--- src/rtl/simple_pkg.sv ---
// Shared definitions for the run-control / program-load sequencer.
// Latency: none (constants and pure functions only).
// Backpressure: not applicable.
package simple_pkg;

    // Sequencer state encoding, also shown on the board display
    localparam logic [2:0] ST_IDLE   = 3'd0;
    localparam logic [2:0] ST_LEN_HI = 3'd1;
    localparam logic [2:0] ST_LEN_LO = 3'd2;
    localparam logic [2:0] ST_DAT_HI = 3'd3;
    localparam logic [2:0] ST_DAT_LO = 3'd4;
    localparam logic [2:0] ST_RUN    = 3'd5;
    localparam logic [2:0] ST_PAUSE  = 3'd6;
    localparam logic [2:0] ST_DONE   = 3'd7;

    // Default instruction memory address width (4096 words)
    localparam int IMEM_AW_DEF = 12;

    // Processor no-operation encoding; also the idle value of the write-data bus
    localparam logic [15:0] NOP = 16'h0000;

    // True while the sequencer is consuming the program byte stream
    function automatic logic is_load_state(input logic [2:0] s);
        return (s == ST_LEN_HI) || (s == ST_LEN_LO) ||
               (s == ST_DAT_HI) || (s == ST_DAT_LO);
    endfunction

endpackage

--- src/rtl/cpu_sequencer_if.sv ---
// Byte-stream, instruction-memory write and processor control bundle.
// Latency: none (wires only).
// Backpressure: rx_valid/rx_ready handshake; memory and processor side never stall.
interface cpu_sequencer_if import simple_pkg::*; #(
    parameter int IMEM_AW = IMEM_AW_DEF
);
    logic [7:0]         rx_data;
    logic               rx_valid;
    logic               rx_ready;
    logic               imem_we;
    logic [IMEM_AW-1:0] imem_addr;
    logic [15:0]        imem_data;
    logic               cpu_halting;
    logic               cpu_reset;
    logic               cpu_clk_en;

    // Sequencer side
    modport master (
        input  rx_data, rx_valid, cpu_halting,
        output rx_ready, imem_we, imem_addr, imem_data, cpu_reset, cpu_clk_en
    );

    // Receiver / instruction memory / processor side
    modport slave (
        output rx_data, rx_valid, cpu_halting,
        input  rx_ready, imem_we, imem_addr, imem_data, cpu_reset, cpu_clk_en
    );
endinterface

--- src/rtl/word_assembler.sv ---
// Pairs consecutive accepted bytes (high first) into 16-bit words.
// Latency: word_vld_o/word_dat_o are combinational in the low-byte accept cycle.
// Backpressure: none; caller only presents bytes it has already accepted.
module word_assembler (
    input  logic        clock,
    input  logic        reset,
    input  logic        clear_i,
    input  logic        byte_vld_i,
    input  logic [7:0]  byte_dat_i,
    output logic        word_vld_o,
    output logic [15:0] word_dat_o,
    output logic        phase_o
);
    logic [7:0] hi_q;
    logic       phase_q;

    // Hold the high byte and toggle the byte phase on every accepted byte
    always_ff @(posedge clock or posedge reset) begin
        if (reset) begin
            hi_q    <= 8'h00;
            phase_q <= 1'b0;
        end else if (clear_i) begin
            phase_q <= 1'b0;
        end else if (byte_vld_i) begin
            if (!phase_q) begin
                hi_q <= byte_dat_i;
            end
            phase_q <= ~phase_q;
        end
    end

    assign word_vld_o = byte_vld_i & phase_q & ~clear_i;
    assign word_dat_o = {hi_q, byte_dat_i};
    assign phase_o    = phase_q;
endmodule

--- src/rtl/cpu_sequencer.sv ---
// Processor run control (run/pause/step/halt) and program loader from a byte stream.
// Latency: all outputs registered; control reacts one cycle after the input pulse, memory write one cycle after the low byte.
// Backpressure: rx_ready high only in the load states, at most one byte per cycle; memory write port never stalls.
module cpu_sequencer import simple_pkg::*; #(
    parameter int IMEM_AW = IMEM_AW_DEF,
    parameter int CNT_W   = 32
) (
    input  logic             clock,
    input  logic             reset,
    input  logic             load,
    input  logic             exec,
    input  logic             step,
    cpu_sequencer_if.master  bus,
    output logic [CNT_W-1:0] cycles,
    output logic [2:0]       state,
    output logic             load_err
);
    // Largest legal program length, in words
    localparam logic [16:0] MAX_LEN = 17'(2 ** IMEM_AW);

    logic [2:0]         state_q, state_d;
    logic               step_take;
    logic               rx_ready_q, rx_ready_d;
    logic               cpu_reset_q, cpu_reset_d;
    logic               cpu_clk_en_q, cpu_clk_en_d;
    logic               imem_we_q, imem_we_d;
    logic [IMEM_AW-1:0] imem_addr_q, imem_addr_d;
    logic [15:0]        imem_data_q, imem_data_d;
    logic [15:0]        rem_q, rem_d;
    logic [CNT_W-1:0]   cycles_q, cycles_d;
    logic               load_err_q, load_err_d;

    logic               byte_acc;
    logic               word_vld;
    logic [15:0]        word_dat;
    logic               phase;
    logic               too_long;

    assign byte_acc = bus.rx_valid & rx_ready_q;
    assign too_long = ({1'b0, word_dat} > MAX_LEN);

    word_assembler u_asm (
        .clock      (clock),
        .reset      (reset),
        .clear_i    (state_q == ST_IDLE),
        .byte_vld_i (byte_acc),
        .byte_dat_i (bus.rx_data),
        .word_vld_o (word_vld),
        .word_dat_o (word_dat),
        .phase_o    (phase)
    );

    // State register
    always_ff @(posedge clock or posedge reset) begin
        if (reset) begin
            state_q <= ST_IDLE;
        end else begin
            state_q <= state_d;
        end
    end

    // Next-state decision; IDLE priority is load > exec > step, halt beats exec
    always_comb begin
        state_d   = state_q;
        step_take = 1'b0;
        case (state_q)
            ST_IDLE: begin
                if (load) begin
                    state_d = ST_LEN_HI;
                end else if (exec) begin
                    state_d = ST_RUN;
                end else if (step) begin
                    state_d   = ST_PAUSE;
                    step_take = 1'b1;
                end
            end
            ST_LEN_HI: if (byte_acc && !phase) state_d = ST_LEN_LO;
            ST_LEN_LO: begin
                if (word_vld) begin
                    state_d = (word_dat == 16'd0 || too_long) ? ST_IDLE : ST_DAT_HI;
                end
            end
            ST_DAT_HI: if (byte_acc && !phase) state_d = ST_DAT_LO;
            ST_DAT_LO: begin
                if (word_vld) begin
                    state_d = (rem_q == 16'd1) ? ST_IDLE : ST_DAT_HI;
                end
            end
            ST_RUN: begin
                if (bus.cpu_halting) begin
                    state_d = ST_DONE;
                end else if (exec) begin
                    state_d = ST_PAUSE;
                end
            end
            ST_PAUSE: begin
                if (bus.cpu_halting) begin
                    state_d = ST_DONE;
                end else if (exec) begin
                    state_d = ST_RUN;
                end else if (step) begin
                    step_take = 1'b1;
                end
            end
            ST_DONE: if (exec) state_d = ST_IDLE;
            default: state_d = ST_IDLE;
        endcase
    end

    // Next values of the registered outputs and loader datapath
    always_comb begin
        rx_ready_d   = is_load_state(state_d);
        cpu_reset_d  = (state_d == ST_IDLE) || is_load_state(state_d);
        cpu_clk_en_d = (state_d == ST_RUN) || step_take;

        imem_we_d    = (state_q == ST_DAT_LO) && word_vld;
        imem_data_d  = imem_we_d ? word_dat : imem_data_q;
        imem_addr_d  = imem_we_q ? imem_addr_q + IMEM_AW'(1) : imem_addr_q;

        rem_d        = rem_q;
        load_err_d   = load_err_q;
        cycles_d     = cycles_q;

        if (cpu_clk_en_q && !(&cycles_q)) begin
            cycles_d = cycles_q + CNT_W'(1);
        end

        if (state_q == ST_IDLE && load) begin
            imem_addr_d = '0;
            cycles_d    = '0;
            load_err_d  = 1'b0;
        end

        if (state_q == ST_DONE && exec) begin
            cycles_d = '0;
        end

        if (state_q == ST_LEN_LO && word_vld) begin
            rem_d = word_dat;
            if (too_long) begin
                load_err_d = 1'b1;
            end
        end

        if (state_q == ST_DAT_LO && word_vld) begin
            rem_d = rem_q - 16'd1;
        end
    end

    // Output and datapath registers
    always_ff @(posedge clock or posedge reset) begin
        if (reset) begin
            rx_ready_q   <= 1'b0;
            cpu_reset_q  <= 1'b1;
            cpu_clk_en_q <= 1'b0;
            imem_we_q    <= 1'b0;
            imem_addr_q  <= '0;
            imem_data_q  <= NOP;
            rem_q        <= 16'd0;
            cycles_q     <= '0;
            load_err_q   <= 1'b0;
        end else begin
            rx_ready_q   <= rx_ready_d;
            cpu_reset_q  <= cpu_reset_d;
            cpu_clk_en_q <= cpu_clk_en_d;
            imem_we_q    <= imem_we_d;
            imem_addr_q  <= imem_addr_d;
            imem_data_q  <= imem_data_d;
            rem_q        <= rem_d;
            cycles_q     <= cycles_d;
            load_err_q   <= load_err_d;
        end
    end

    assign bus.rx_ready   = rx_ready_q;
    assign bus.cpu_reset  = cpu_reset_q;
    assign bus.cpu_clk_en = cpu_clk_en_q;
    assign bus.imem_we    = imem_we_q;
    assign bus.imem_addr  = imem_addr_q;
    assign bus.imem_data  = imem_data_q;
    assign cycles         = cycles_q;
    assign state          = state_q;
    assign load_err       = load_err_q;
endmodule

--- src/flat_wrapper.sv ---
// flat-port wrapper written by rule: the top's interface ports become plain ports
module cpu_sequencer_flat import simple_pkg::*;
#(
    parameter int IMEM_AW = IMEM_AW_DEF,
    parameter int CNT_W   = 32
)
  (clock, reset, load, exec, step, cycles, state, load_err, bus_rx_data, bus_rx_valid, bus_cpu_halting, bus_rx_ready, bus_imem_we, bus_imem_addr, bus_imem_data, bus_cpu_reset, bus_cpu_clk_en);
  cpu_sequencer_if #(.IMEM_AW(IMEM_AW)) bus_i ();
  input  logic clock;
  input  logic reset;
  input  logic load;
  input  logic exec;
  input  logic step;
  output logic [CNT_W-1:0] cycles;
  output logic [2:0] state;
  output logic load_err;
  input wire logic [$bits(bus_i.rx_data)-1:0] bus_rx_data;
  input wire logic [$bits(bus_i.rx_valid)-1:0] bus_rx_valid;
  input wire logic [$bits(bus_i.cpu_halting)-1:0] bus_cpu_halting;
  output wire logic [$bits(bus_i.rx_ready)-1:0] bus_rx_ready;
  output wire logic [$bits(bus_i.imem_we)-1:0] bus_imem_we;
  output wire logic [$bits(bus_i.imem_addr)-1:0] bus_imem_addr;
  output wire logic [$bits(bus_i.imem_data)-1:0] bus_imem_data;
  output wire logic [$bits(bus_i.cpu_reset)-1:0] bus_cpu_reset;
  output wire logic [$bits(bus_i.cpu_clk_en)-1:0] bus_cpu_clk_en;
  assign bus_i.rx_data = bus_rx_data;
  assign bus_i.rx_valid = bus_rx_valid;
  assign bus_i.cpu_halting = bus_cpu_halting;
  assign bus_rx_ready = bus_i.rx_ready;
  assign bus_imem_we = bus_i.imem_we;
  assign bus_imem_addr = bus_i.imem_addr;
  assign bus_imem_data = bus_i.imem_data;
  assign bus_cpu_reset = bus_i.cpu_reset;
  assign bus_cpu_clk_en = bus_i.cpu_clk_en;
  cpu_sequencer #(.IMEM_AW(IMEM_AW), .CNT_W(CNT_W)) u_core (.clock(clock), .reset(reset), .load(load), .exec(exec), .step(step), .bus(bus_i), .cycles(cycles), .state(state), .load_err(load_err));
endmodule
--- config.mk ---
export PLATFORM = sky130hd
export DESIGN_NAME = cpu_sequencer_flat
export DESIGN_NICKNAME = d
export VERILOG_FILES = /design/src/rtl/simple_pkg.sv /design/src/rtl/cpu_sequencer_if.sv /design/src/rtl/word_assembler.sv /design/src/rtl/cpu_sequencer.sv /design/src/flat_wrapper.sv
export SDC_FILE = /design/constraint.sdc
export NUM_CORES = 1
export LEC_CHECK = 0
export ABC_AREA = 0
export CORE_MARGIN = 4
export CORE_UTILIZATION = 50
export CTS_CLUSTER_DIAMETER = 80
export DETAILED_ROUTE_END_ITERATION = 10
export PLACE_DENSITY_LB_ADDON = 0.3
export SKIP_CTS_REPAIR_TIMING = 1
export SLEW_MARGIN = 20
export SYNTH_ARGS = -nofsm -noshare
export SYNTH_HDL_FRONTEND = slang
export SYNTH_SLANG_ARGS = --single-unit
--- constraint.sdc ---
create_clock -name clock -period 3.77 [get_ports clock]
set_clock_uncertainty 0.15 [all_clocks]
set_input_delay 0.754 -clock clock [delete_from_list [all_inputs] [get_ports clock]]
set_output_delay 0.754 -clock clock [all_outputs]
set_load 0.005 [all_outputs]
==> results.cfg, run 1 <==
[synthesis]
syn_nets = 520
ys_types = 59
yosysSeqAreaShare_pct = 49.7
synth_area_um2 = 4690
synthArstFlopShare_pct = 100
synthMostInstantiatedCell = nand2_1
synth_top_flop_cell = dfrtp_1
synth_top_area_share_pct = 49.1
ys_top_cells_by_area = dfrtp_1 49%, nand2_1 7.6%, xor2_1 4.1%, nor2_1 3.8%, a21oi_1 2.8%
synth.avg_cell_area_um2 = 9.36
ys_warn_count = 0
synth-edff-count = 0
yosys.area.top_type = dfrtp_1
synth_commonest_cells = 95 x nand2_1, 92 x dfrtp_1, 48 x nor2_1
syn-instance-count = 501
synth-seq-cells = 93

[hold_path]
hold_class = register to register

[final_layout]
layout-drive-gt1-share_pct = 8.49
area_growth_pct = 25.1
antennaDiodeCount = 0
final_nets = 603
fill_cells = 799

[sta]
slew_viol_final = 0
relSlewSlack_pct = 50.0
fmax_mhz = 369
holdWs_ps = 335
fin_crit_sh_pct = 71.9
setup_violations = 0
worstMarginPinSlew_ps = 749
layout_setup_ws_ps = 1060
period_minus_slack_ps = 2710
rsz0062_at_grt = no
fin_tns_setup_ps = 0
hold_viol = 0

[die]
boundaryPins = 83
rows = 35
initial_core_util_pct = 51.0
die_area_um2 = 11000
die_w_um = 105
coreArea_um2 = 9200
die_y_um = 105

[placed_design]
gp_congestion = 0.862
dp_worst_setup_slack_ps = 757
io_buffers = 82
hpwlAfterDp_um = 7820

[cts]
cts_tree = built
clk_path_buf_depth = 2
clkSinkCount = 93
clk_pin_slew_ps = 100
insertion_delay_ps = 360
cts-htree-levels = 3
numCtsBuffers = 9
cts_root_buf = clkbuf_8

[global_route]
overflow = 0
grt_pass1_wl_um = 19300
grt_pass1_vias = 4021
grt_use_total_pct = 21.1
antenna_found_initial = 0
grt_max_degree = 44

[routing]
viasPerCell = 5.72
firstDrtPassIters = 5
drc = 0
routedWlPerCell_um = 15.6
antenna_left = 0
wl_um = 10900
vias = 4007
drtIter0Drc = 236

[power]
power_uw = 3730
ir_drop_uv = 337
leakage_uw = 0.00250
p_per_area_nw_per_um2 = 637

[setup_path]
crit_path_max_incr_delay_ps = 520
path_max_fanout = 14
crit_family = buffers and inverters
cp.required_ps = 3920
crit_buf_inv = 2
critPathKind = primary input to register
start_kind = primary input
path_cells = clkdlybuf4s50_1 > and3_1 > nand3_1 > inv_1 > nand3_1 > nor2_1 > mux2i_1 > o21a_1
crit_path_frequent_cell = nand3_1
cp-end-kind = register
critPathArrivalTime_ps = 2860
critPathSlowestCell = clkdlybuf4s50_1

[flow_run]
maxCapViolations = 0

[outcome]
outcome = finished clean
## worst register-to-register path, cell delays in order (launching register included)
cell	delay [ps]
dfrtp_1	570
nor2_1	310
nand3_1	150
inv_1	370
nand3_1	270
nor2_1	220
mux2i_1	220
o21a_1	140
## layout make-up
| class | instances | area (um^2) | share of cell area (%) |
|---|---|---|---|
| Tap cell | 111 | 139 | 2.37 |
| Sequential cell | 93 | 2330 | 39.7 |
| Inverter | 13 | 50.0 | 0.853 |
| Clock inverter | 7 | 96.3 | 1.64 |
| Timing Repair Buffer | 88 | 878 | 15.0 |
| Multi-Input combinational cell | 379 | 2250 | 38.4 |
| Clock buffer | 9 | 124 | 2.11 |
## routing by layer
layer | wire length, um | vias to the layer above | GRT usage, %
met5 | 0 | - | 0
met2 | 5350 | 124 | 33.7
li1 | - | 1930 | -
met1 | 4800 | 1931 | 28.4
met3 | 556 | 22 | 4.45
met4 | 191 | 0 | 7.87
## logic make-up after synthesis
logic type                 Yosys count  synth area share [%]
buffers and inverters               29                  2.32
adders and majority gates            4                  1.07
AOI/OAI and AO/OA                   86                  11.8
xor gates and xnor gates            33                  6.17
DFF                                 93                  49.7
and+or+nand+nor                    245                  26.4
muxes                               11                  2.56
## sequential cells by signal, summed over array words and instances, names as in the netlist, 3 cells and up
signal and count:
u_core.bus.imem_addr 12, u_core.cycles 32, u_core.bus.imem_data 16, u_core.rem_q 16, u_core.u_asm.hi_q 8, u_core.state 3
## per-stage QoR
step	std cells	utilization (%)	area (um^2)
6_report	700	63.8	5870
5_1_grt	700	63.8	5870
4_1_cts	700	63.8	5870
3_5_place_dp	684	61.4	5650
3_3_place_gp	684	61.4	5650
2_1_floorplan	501	-	4690
## path summary, 6_finish.rpt
kind | slack (ps) | endpoint | cells after the start | startpoint
max reg2reg | 1330 | u_core.rem_q[12] | 7 | u_core.state[0]
min | 340 | u_core.bus.imem_data[15] | 2 | u_core.bus.imem_data[15]
min in group asynchronous | 670 | u_core.cycles[10] | 2 | reset
max in group asynchronous | 2100 | u_core.bus.cpu_reset | 3 | reset
max | 1060 | u_core.rem_q[12] | 8 | bus_rx_valid
min reg2reg | 340 | u_core.bus.imem_data[15] | 2 | u_core.bus.imem_data[15]
## power breakdown
part	total (uW)	internal, uW	switching, uW
logic	1260	699	559
registers	1730	1330	398
clock network	744	377	366
total	3730	2410	1320
## cells in the final DEF, fill, tap and decap left out, drive strengths merged, types with 11 or more instances in the layout
cell | Yosys | final
a21oi | 26 | 26
clkdlybuf4s50 | 0 | 82
dfrtp | 92 | 92
inv | 13 | 14
nand2 | 97 | 97
nand3 | 19 | 19
nand4 | 16 | 16
nor2 | 48 | 48
nor4 | 11 | 11
o21ai | 22 | 22
or3 | 14 | 14
xnor2 | 11 | 11
xor2 | 22 | 22
Power figures use the tool's default switching activity.
==> inputs of run 2 (changes only) <==
CORE_UTILIZATION = 48   (was 50)
clock period = 2.34 ns   (was 3.77 ns; I/O delays follow)
==> run 2 against run 1 <==
Sequential cell count unchanged. Count of clock-buffer cells in the layout increased by 1. Clock power increased by 57%. Via count increased by 2.8%. Global-route usage decreased by 0.20 points. Cell area increased by 3.3%. Combinational power increased by 72%. Die area increased by 3.8%.
==> results.cfg, run 2 (same netlist as run 1, synthesis figures left out) <==
[routing]
firstDrtPassIters = 4
antenna_left = 0
drtIter0Drc = 211
vias = 4121
routedWlPerCell_um = 15.1
viasPerCell = 5.58
drc = 0
wl_um = 11200

[sta]
setup_violations = 0
slew_viol_final = 0
fmax_mhz = 455
relSlewSlack_pct = 62.3
hold_viol = 0
holdWs_ps = 336
period_minus_slack_ps = 2200
fin_crit_sh_pct = 93.9
worstMarginPinSlew_ps = 561
rsz0062_at_grt = no

[die]
die_y_um = 107
initial_core_util_pct = 50.0
rows = 35
coreArea_um2 = 9370
die_w_um = 107
die_area_um2 = 11400
boundaryPins = 83

[cts]
insertion_delay_ps = 370
cts_root_buf = clkbuf_8
cts_tree = built
cts-htree-levels = 3
numCtsBuffers = 9
clk_pin_slew_ps = 80
clkSinkCount = 93
clk_path_buf_depth = 2

[global_route]
antenna_found_initial = 0
grt_max_degree = 94
overflow = 0
grt_pass1_wl_um = 19400
grt_pass1_vias = 4138
grt_use_total_pct = 20.9

[final_layout]
area_growth_pct = 29.3
final_nets = 624
fill_cells = 789
layout_commonest_cell = nand2_1
largest_register_ffs = 32
final_cell_mix = 94 x nand2_1, 92 x dfrtp_1, 82 x clkdlybuf4s50_1
final_cells = 739
antennaDiodeCount = 0
fin_util_pct = 64.7
layout-drive-gt1-share_pct = 11.8

[flow_run]
maxCapViolations = 0

[setup_path]
crit_family = flip-flops
critPathSlowestCell = dfrtp_1
cp-end-kind = primary output
critPathArrivalTime_ps = 1580
critPathKind = register to primary output
start_kind = register
crit_buf_inv = 1
cp.required_ps = 1720
path_cells = clkdlybuf4s50_1
path_max_fanout = 16
crit_path_max_incr_delay_ps = 620

[power]
p_per_area_nw_per_um2 = 1010
leakage_uw = 0.00259
power_uw = 6110
ir_drop_uv = 615

[placed_design]
place_inst = 723
gp_congestion = 0.969
io_buffers = 82
hpwlAfterDp_um = 8190

[outcome]
outcome = finished clean

[hold_path]
hold_class = register to register
## run 2: cell count changes in the layout (fill, tap and decap cells not counted), sizes merged
| cell | change |
|---|---|
| clkbuf | +1 |
| inv | -1 |
| clkinv | -2 |
| buf | +21 |
| clkinvlp | +2 |
## run 2: final cells by class
| cell class | count | area (um^2) | area share, % |
|---|---|---|---|
| clock buffer | 10 | 128 | 2.11 |
| sequential | 93 | 2330 | 38.4 |
| inverter | 13 | 52.6 | 0.867 |
| tap | 129 | 161 | 2.66 |
| clock inverter | 6 | 86.3 | 1.42 |
| timing repair buffer | 109 | 1050 | 17.3 |
| multi-input combinational | 379 | 2260 | 37.2 |
## run 2: routing by layer
metal	GRT usage, %	routed length [um]	vias to the layer above
met1	26.4	4880	2018
li1	-	-	1982
met3	4.52	528	16
met4	7.85	213	0
met5	0	0	-
met2	35.3	5570	105
## run 2: worst paths after layout
check | cells past startpoint | start | slack [ps] | endpoint
worst max-delay path | 1 | u_core.state[2] | 140 | state[2]
worst min-delay path | 2 | u_core.bus.imem_data[15] | 340 | u_core.bus.imem_data[15]
worst max register to register | 5 | u_core.rem_q[2] | 180 | u_core.rem_q[13]
worst min register to register | 2 | u_core.bus.imem_data[15] | 340 | u_core.bus.imem_data[15]
max in group asynchronous | 3 | reset | 1220 | u_core.cycles[7]
min in group asynchronous | 3 | reset | 430 | u_core.bus.imem_addr[11]
## run 2: where the power goes
group	total [uW]	switching, uW	internal (uW)
sequential	2760	608	2150
clock	1170	572	603
combinational	2170	964	1210
## run 2: metrics by stage
step / area (um^2) / TNS [ps] / setup slack, ps
after floorplan: 4690 / 0 / 346
after global placement: 5840 / -141 / -79.8
after detailed placement: 5840 / -472 / -105
after CTS: 6050 / 0 / 62.9
after global routing: 6060 / 0 / 18.0
final: 6060 / 0 / 144
==> variant 1 (flow settings as in run 2) <==
Take the reset off `imem_addr_q` and load it in a clocked block of its own.
--- a/src/rtl/cpu_sequencer.sv
+++ b/src/rtl/cpu_sequencer.sv
@@ -155,5 +155,4 @@
             cpu_clk_en_q <= 1'b0;
             imem_we_q    <= 1'b0;
-            imem_addr_q  <= '0;
             imem_data_q  <= NOP;
             rem_q        <= 16'd0;
@@ -165,5 +164,4 @@
             cpu_clk_en_q <= cpu_clk_en_d;
             imem_we_q    <= imem_we_d;
-            imem_addr_q  <= imem_addr_d;
             imem_data_q  <= imem_data_d;
             rem_q        <= rem_d;
@@ -171,4 +169,8 @@
             load_err_q   <= load_err_d;
         end
+    end
+
+    always_ff @(posedge clock) begin
+        imem_addr_q <= imem_addr_d;
     end
 
Check against the original RTL: differs if reset is asserted again (counterexample within 10 cycles, from zero or initial values and one cycle with reset high); with reset held inactive, the same outputs for 10 cycles.
==> variant 1 against run 2 <==
  * Sequential cell count unchanged
  * Synthesized cell count fell by 7.4%
  * Worst hold slack gained 4.7 ps
  * Cell area grew 1.7%
  * Critical path type is now reg2reg
  * Synthesized area down 0.67%
  * Setup slack worse by 2.5 ps
  * First-iteration DRC count is 7.1% lower
  * Wire length is 0.22% lower
  * Clock power increased by 13%
  * Power increased by 1.7%
==> variant 1: results (changes against run 2) <==
global_routing:
  first_global_vias: 4001  # -3.3%
  grt_usage_pct: 20.4  # -0.47 points
  grt_max_degree: 82  # -13%
  antenna_found_initial: 0  # unchanged
  grt_pass1_wl_um: 19000  # -1.8%
route:
  wl_per_cell_um: 15.6  # +3.1%
  ant_nets: 0  # unchanged
  drt-initial-drc-count: 196  # -7.1%
  viasPerCell: 5.64  # +1.1%
  first_pass_iters: 5  # +1
synthesis:
  synth_cell_types: 62  # +5.1%
  seq_area_frac_synth_pct: 48.7  # -0.96 points
  ys_warn_count: 0  # unchanged
  synth_ff_type: "dfrtp_1"
  synth_nets: 483  # -7.1%
  synth-async-reset-ratio_pct: 87.1  # -13 points
  synth.area.top_cells: "dfrtp_1 43%, mux2_2 5.8%, dfxtp_1 5.2%"
  synthTopCellsByCount: "80 x dfrtp_1, 59 x nor2_1, 37 x nand2_1, 26 x nand3_1, 24 x mux2_2"
placed_design:
  dpl_cell_area_sq_um: 5880  # +0.71%
  gp_congestion: 0.841  # -13%
  dp_slack_ps: -206  # -101 ps
  io_buffers: 82  # unchanged
  dp.final_hpwl_um: 7880  # -3.8%
timing:
  worstMarginPinSlew_ps: 528  # -33.3 ps
min_path:
  hold_path_startpoint: "u_core.load_err"
  hp-class: "reg2reg"
setup_path:
  crit_start: "u_core.cycles[0]"
  critPathArrivalTime_ps: 2300  # +720 ps
  crit_fanout: 4  # -12
layout:
  drive_gt1_share_pct: 17.6  # +5.8 points
  largest_reg_flops: 32  # unchanged
  diodes: 0  # unchanged
  fill_cells: 746  # -5.4%
  final_nets: 600  # -3.8%
pwr:
  peakVddDrop_v: 0.000504  # -18%
  power.leakage_nw: 2.65  # +2.1%
clocking:
  numCtsBuffers: 9  # unchanged
  root_buffer: "clkbuf_8"
  clk_pin_slew_ps: 100  # +20 ps
  cts_buffer_depth: 2  # unchanged
  htreeDepth: 3  # unchanged
  clk_latency_ps: 350  # -20 ps
outcome:
  outcome: "completed"
[variant 1: cell types whose count changed after synthesis, sizes merged, moves of 4 or more]
cell    before  now
a21oi       26   21
nand3       19   27
clkbuf      13    8
dfrtp       92   80
o21ai       22   18
nand2       97   37
dfxtp        0   12
mux2         8   24
nor2        48   60
[variant 1: path summary, 6_finish.rpt]
kind,to,slack (ps),cells past startpoint
setup / recovery,u_core.cycles[14],140,7
hold / removal,u_core.load_err,340,1
setup reg to reg,u_core.cycles[14],140,7
hold reg to reg,u_core.load_err,340,1
max in group asynchronous,u_core.bus.cpu_reset,1240,3
min in group asynchronous,u_core.cycles[22],420,3
[variant 1: logic make-up after synthesis]
kind of cell	after synthesis	share of synthesized area, %
compound gates	77	11.3
xor+xnor	34	6.40
fa+ha+maj	4	1.08
buf+inv	27	2.31
flops	93	48.7
mux	27	6.72
simple gates	202	23.5
[variant 1: layout make-up]
class	instances	area [sq um]	area share (%)
clock buffers	11	141	2.29
multi-input cells	344	2310	37.4
flip-flops and latches	93	2270	36.8
inverters	14	56.3	0.913
well taps	129	161	2.62
clock inverters	5	108	1.74
repair buffers	119	1120	18.2
[variant 1: metrics by stage]
stage          cells  total power [mW]
5_1_grt          715              6.60
4_1_cts          714              6.23
3_5_place_dp     698              4.90
6_report         715              6.21
2_1_floorplan    464              3.77
3_3_place_gp     698              4.80
[variant 1: where the power goes]
group	total, mW	internal [mW]	switching [mW]
combinational	2.30	1.29	1.01
clock	1.32	0.744	0.578
sequential	2.59	2.10	0.494
total	6.21	4.13	2.09
[variant 1: worst max-delay path, cell delays in order (launching register included)]
cell      delay [ps]
dfrtp_2          430
ha_1             220
nand2_1          170
or4_4            560
a211oi_4         250
nand3_1          130
xor2_1           140
nor2_1            50
[variant 1: metal layers]
| layer | vias up | global-route usage (%) | share of wire, % |
|---|---|---|---|
| met5 | - | 0 | 0 |
| li1 | 1916 | - | - |
| met2 | 134 | 33.9 | 49 |
| met1 | 1970 | 27.3 | 44 |
| met3 | 11 | 3.83 | 6.2 |
| met4 | 0 | 6.21 | 1.1 |
==> variant 2 (flow settings as in run 2) <==
Made on the original files. `CNT_W` is set to 32 in 2 places; all go to 64.
--- a/src/rtl/cpu_sequencer.sv
+++ b/src/rtl/cpu_sequencer.sv
@@ -4,5 +4,5 @@
 module cpu_sequencer import simple_pkg::*; #(
     parameter int IMEM_AW = IMEM_AW_DEF,
-    parameter int CNT_W   = 32
+    parameter int CNT_W   = 64
 ) (
     input  logic             clock,
--- a/src/flat_wrapper.sv
+++ b/src/flat_wrapper.sv
@@ -3,5 +3,5 @@
 #(
     parameter int IMEM_AW = IMEM_AW_DEF,
-    parameter int CNT_W   = 32
+    parameter int CNT_W   = 64
 )
   (clock, reset, load, exec, step, cycles, state, load_err, bus_rx_data, bus_rx_valid, bus_cpu_halting, bus_rx_ready, bus_imem_we, bus_imem_addr, bus_imem_data, bus_cpu_reset, bus_cpu_clk_en);
Interface: changed (resized cycles); port bits go from 83 to 115. The function was not compared with the original's and may differ.
==> variant 2 against run 2 <==
  * Global-route usage increased by 3.8 points
  * Sequential cell count up 32
  * Cell area is 53% higher
  * Sequential power rose by 18%
  * Synthesized area is 36% higher
  * Power rose by 43%
  * Setup slack lost 110 ps
  * Final cell count increased by 49%
  * Wire length grew 69%
  * Critical path type is now reg2reg
==> variant 2: results (changes against run 2) <==
setup_path:
  r2r.worst_path.cells: 9  # +4
  r2r_slack_ps: 40  # -140 ps
  crit_fanout: 8  # -8
  crit_type: "reg2reg"
  r2r-end: "u_core.cycles[43]"
  slowest_stage: "dfrtp_1"
  max_stage_delay_ps: 420  # -200 ps
  regToRegStartpoint: "u_core.cycles[33]"
synthesis:
  ys_warn_count: 0  # unchanged
  synth_nets: 720  # +38%
  synth_cell_types: 56  # -5.1%
  synth.avg_cell_area_sq_um: 9.11  # -2.6%
  seq_area_frac_synth_pct: 49.0  # -0.70 points
  synth-async-reset-ratio_pct: 100  # unchanged
  synthTopCellsByCount: "124 x dfrtp_1, 113 x nand2_1, 101 x nor2_1, 39 x nand3_1, 37 x xnor2_1"
  synth.area.top_cells: "dfrtp_1 49%, nand2_1 6.6%, nor2_1 5.9%"
placed_design:
  post-place-cells: 1063  # +47%
  gp_congestion: 0.909  # -6.3%
  io_buffers: 114  # +39%
  dpl_cell_area_sq_um: 8480  # +45%
  dp.final_hpwl_um: 13400  # +63%
layout:
  stdcell_count: 1103  # +49%
  drive_gt1_share_pct: 19.3  # +7.5 points
  diodes: 0  # unchanged
  largest_reg_flops: 64  # +100%
  fill_cells: 916  # +16%
  final_nets: 938  # +50%
pwr:
  peakVddDrop_v: 0.000630  # +2.4%
  power.leakage_nw: 4.02  # +55%
global_routing:
  grt_usage_pct: 24.7  # +3.8 points
  antenna_found_initial: 0  # unchanged
  first_global_vias: 6193  # +50%
  grt_max_degree: 56  # -40%
  grt_pass1_wl_um: 29700  # +53%
route:
  route.vias.total: 6289  # +53%
  wl_per_cell_um: 17.1  # +13%
  drt-initial-drc-count: 627  # +200%
  first_pass_iters: 5  # +1
outcome:
  outcome: "completed"
timing:
  worstMarginPinSlew_ps: 444  # -117 ps
  hold_ws_ps: 220  # -116 ps
clocking:
  clk_latency_ps: 420  # +50 ps
  cts_buffer_depth: 2  # unchanged
  clk_pin_slew_ps: 50  # -30 ps
  htreeDepth: 4  # +1
  numCtsBuffers: 17  # +8
  root_buffer: "clkbuf_16"
min_path:
  hp-class: "in2async"
-- variant 2: cell count changes in the layout (fill, tap and decap cells not counted), moves of 5 or more --
cell,before,now
nand2_1,94,113
and4_1,2,10
a21oi_1,26,18
buf_4,25,101
xnor2_1,11,37
dfrtp_1,92,123
nand4_1,16,25
a31oi_1,5,0
nor2_1,48,99
nand3_1,17,36
clkbuf_16,0,19
nor3_1,7,27
clkdlybuf4s50_1,82,114
-- variant 2: kinds of logic (layout without fill, tap and decap cells) --
kind of cell,Yosys count,count (layout),share of synthesized area (%)
AND/OR/NAND/NOR,384,384,29.1
buffers and inverters,37,267,2.41
XOR/XNOR,63,63,8.64
flip-flops,125,125,49.0
multiplexers,12,12,2.04
adder cells (fa/ha/maj),4,4,0.783
AO/OA/AOI/OAI,76,76,8.05
-- variant 2: worst max-delay path by stage --
| stage | to | slack (ps) | cells past startpoint |
|---|---|---|---|
| global placement | u_core.rem_q[9] | -150 | 8 |
| floorplan | u_core.cycles[31] | 70 | 9 |
| detailed placement | u_core.rem_q[9] | -280 | 8 |
| CTS | u_core.bus.rx_ready | -50 | 7 |
| global route | u_core.cycles[43] | -80 | 9 |
| finish | u_core.cycles[43] | 40 | 9 |
-- variant 2: where the power goes --
group	total [mW]	switching, mW	internal [mW]	leakage [nW]
combinational	2.87	1.36	1.51	2.06
sequential	3.27	0.571	2.70	1.67
clock	2.60	0.907	1.70	0.289
-- variant 2: worst max-delay path, delay by kind of cell, from the launching register on --
| family | cells | cell delay (ps) |
|---|---|---|
| buffers and inverters | 2 | 300 |
| and+or+nand+nor | 5 | 1070 |
| xor gates and xnor gates | 1 | 160 |
| AOI/OAI and AO/OA | 1 | 80 |
| DFF | 1 | 420 |
-- variant 2: stage by stage --
stage | utilization, % | setup slack [ps] | power, mW | TNS (ps)
final | 72.4 | 37.7 | 8.74 | 0
after CTS | 70.7 | -54.6 | 8.62 | -238
after floorplan | - | 65.2 | 4.48 | 0
after global placement | 66.1 | -154 | 5.86 | -774
after global routing | 72.4 | -82.2 | 9.20 | -281
after detailed placement | 66.1 | -276 | 5.98 | -2220
-- variant 2: cell type report --
| cell class | instances | area share (%) |
|---|---|---|
| multi-input combinational | 539 | 34.7 |
| sequential | 125 | 33.7 |
| timing repair buffer | 224 | 22.4 |
| clock buffer | 25 | 5.45 |
| tap | 172 | 2.32 |
| clock inverter | 6 | 0.890 |
| inverter | 12 | 0.526 |
-- variant 2: routing by layer --
metal	share of wire [%]	track usage, %	vias to the layer above
li1	-	-	2891
met1	40	30.0	3090
met2	52	43.4	260
met3	5.5	4.89	48
met4	2.3	9.55	0
met5	0	0	-
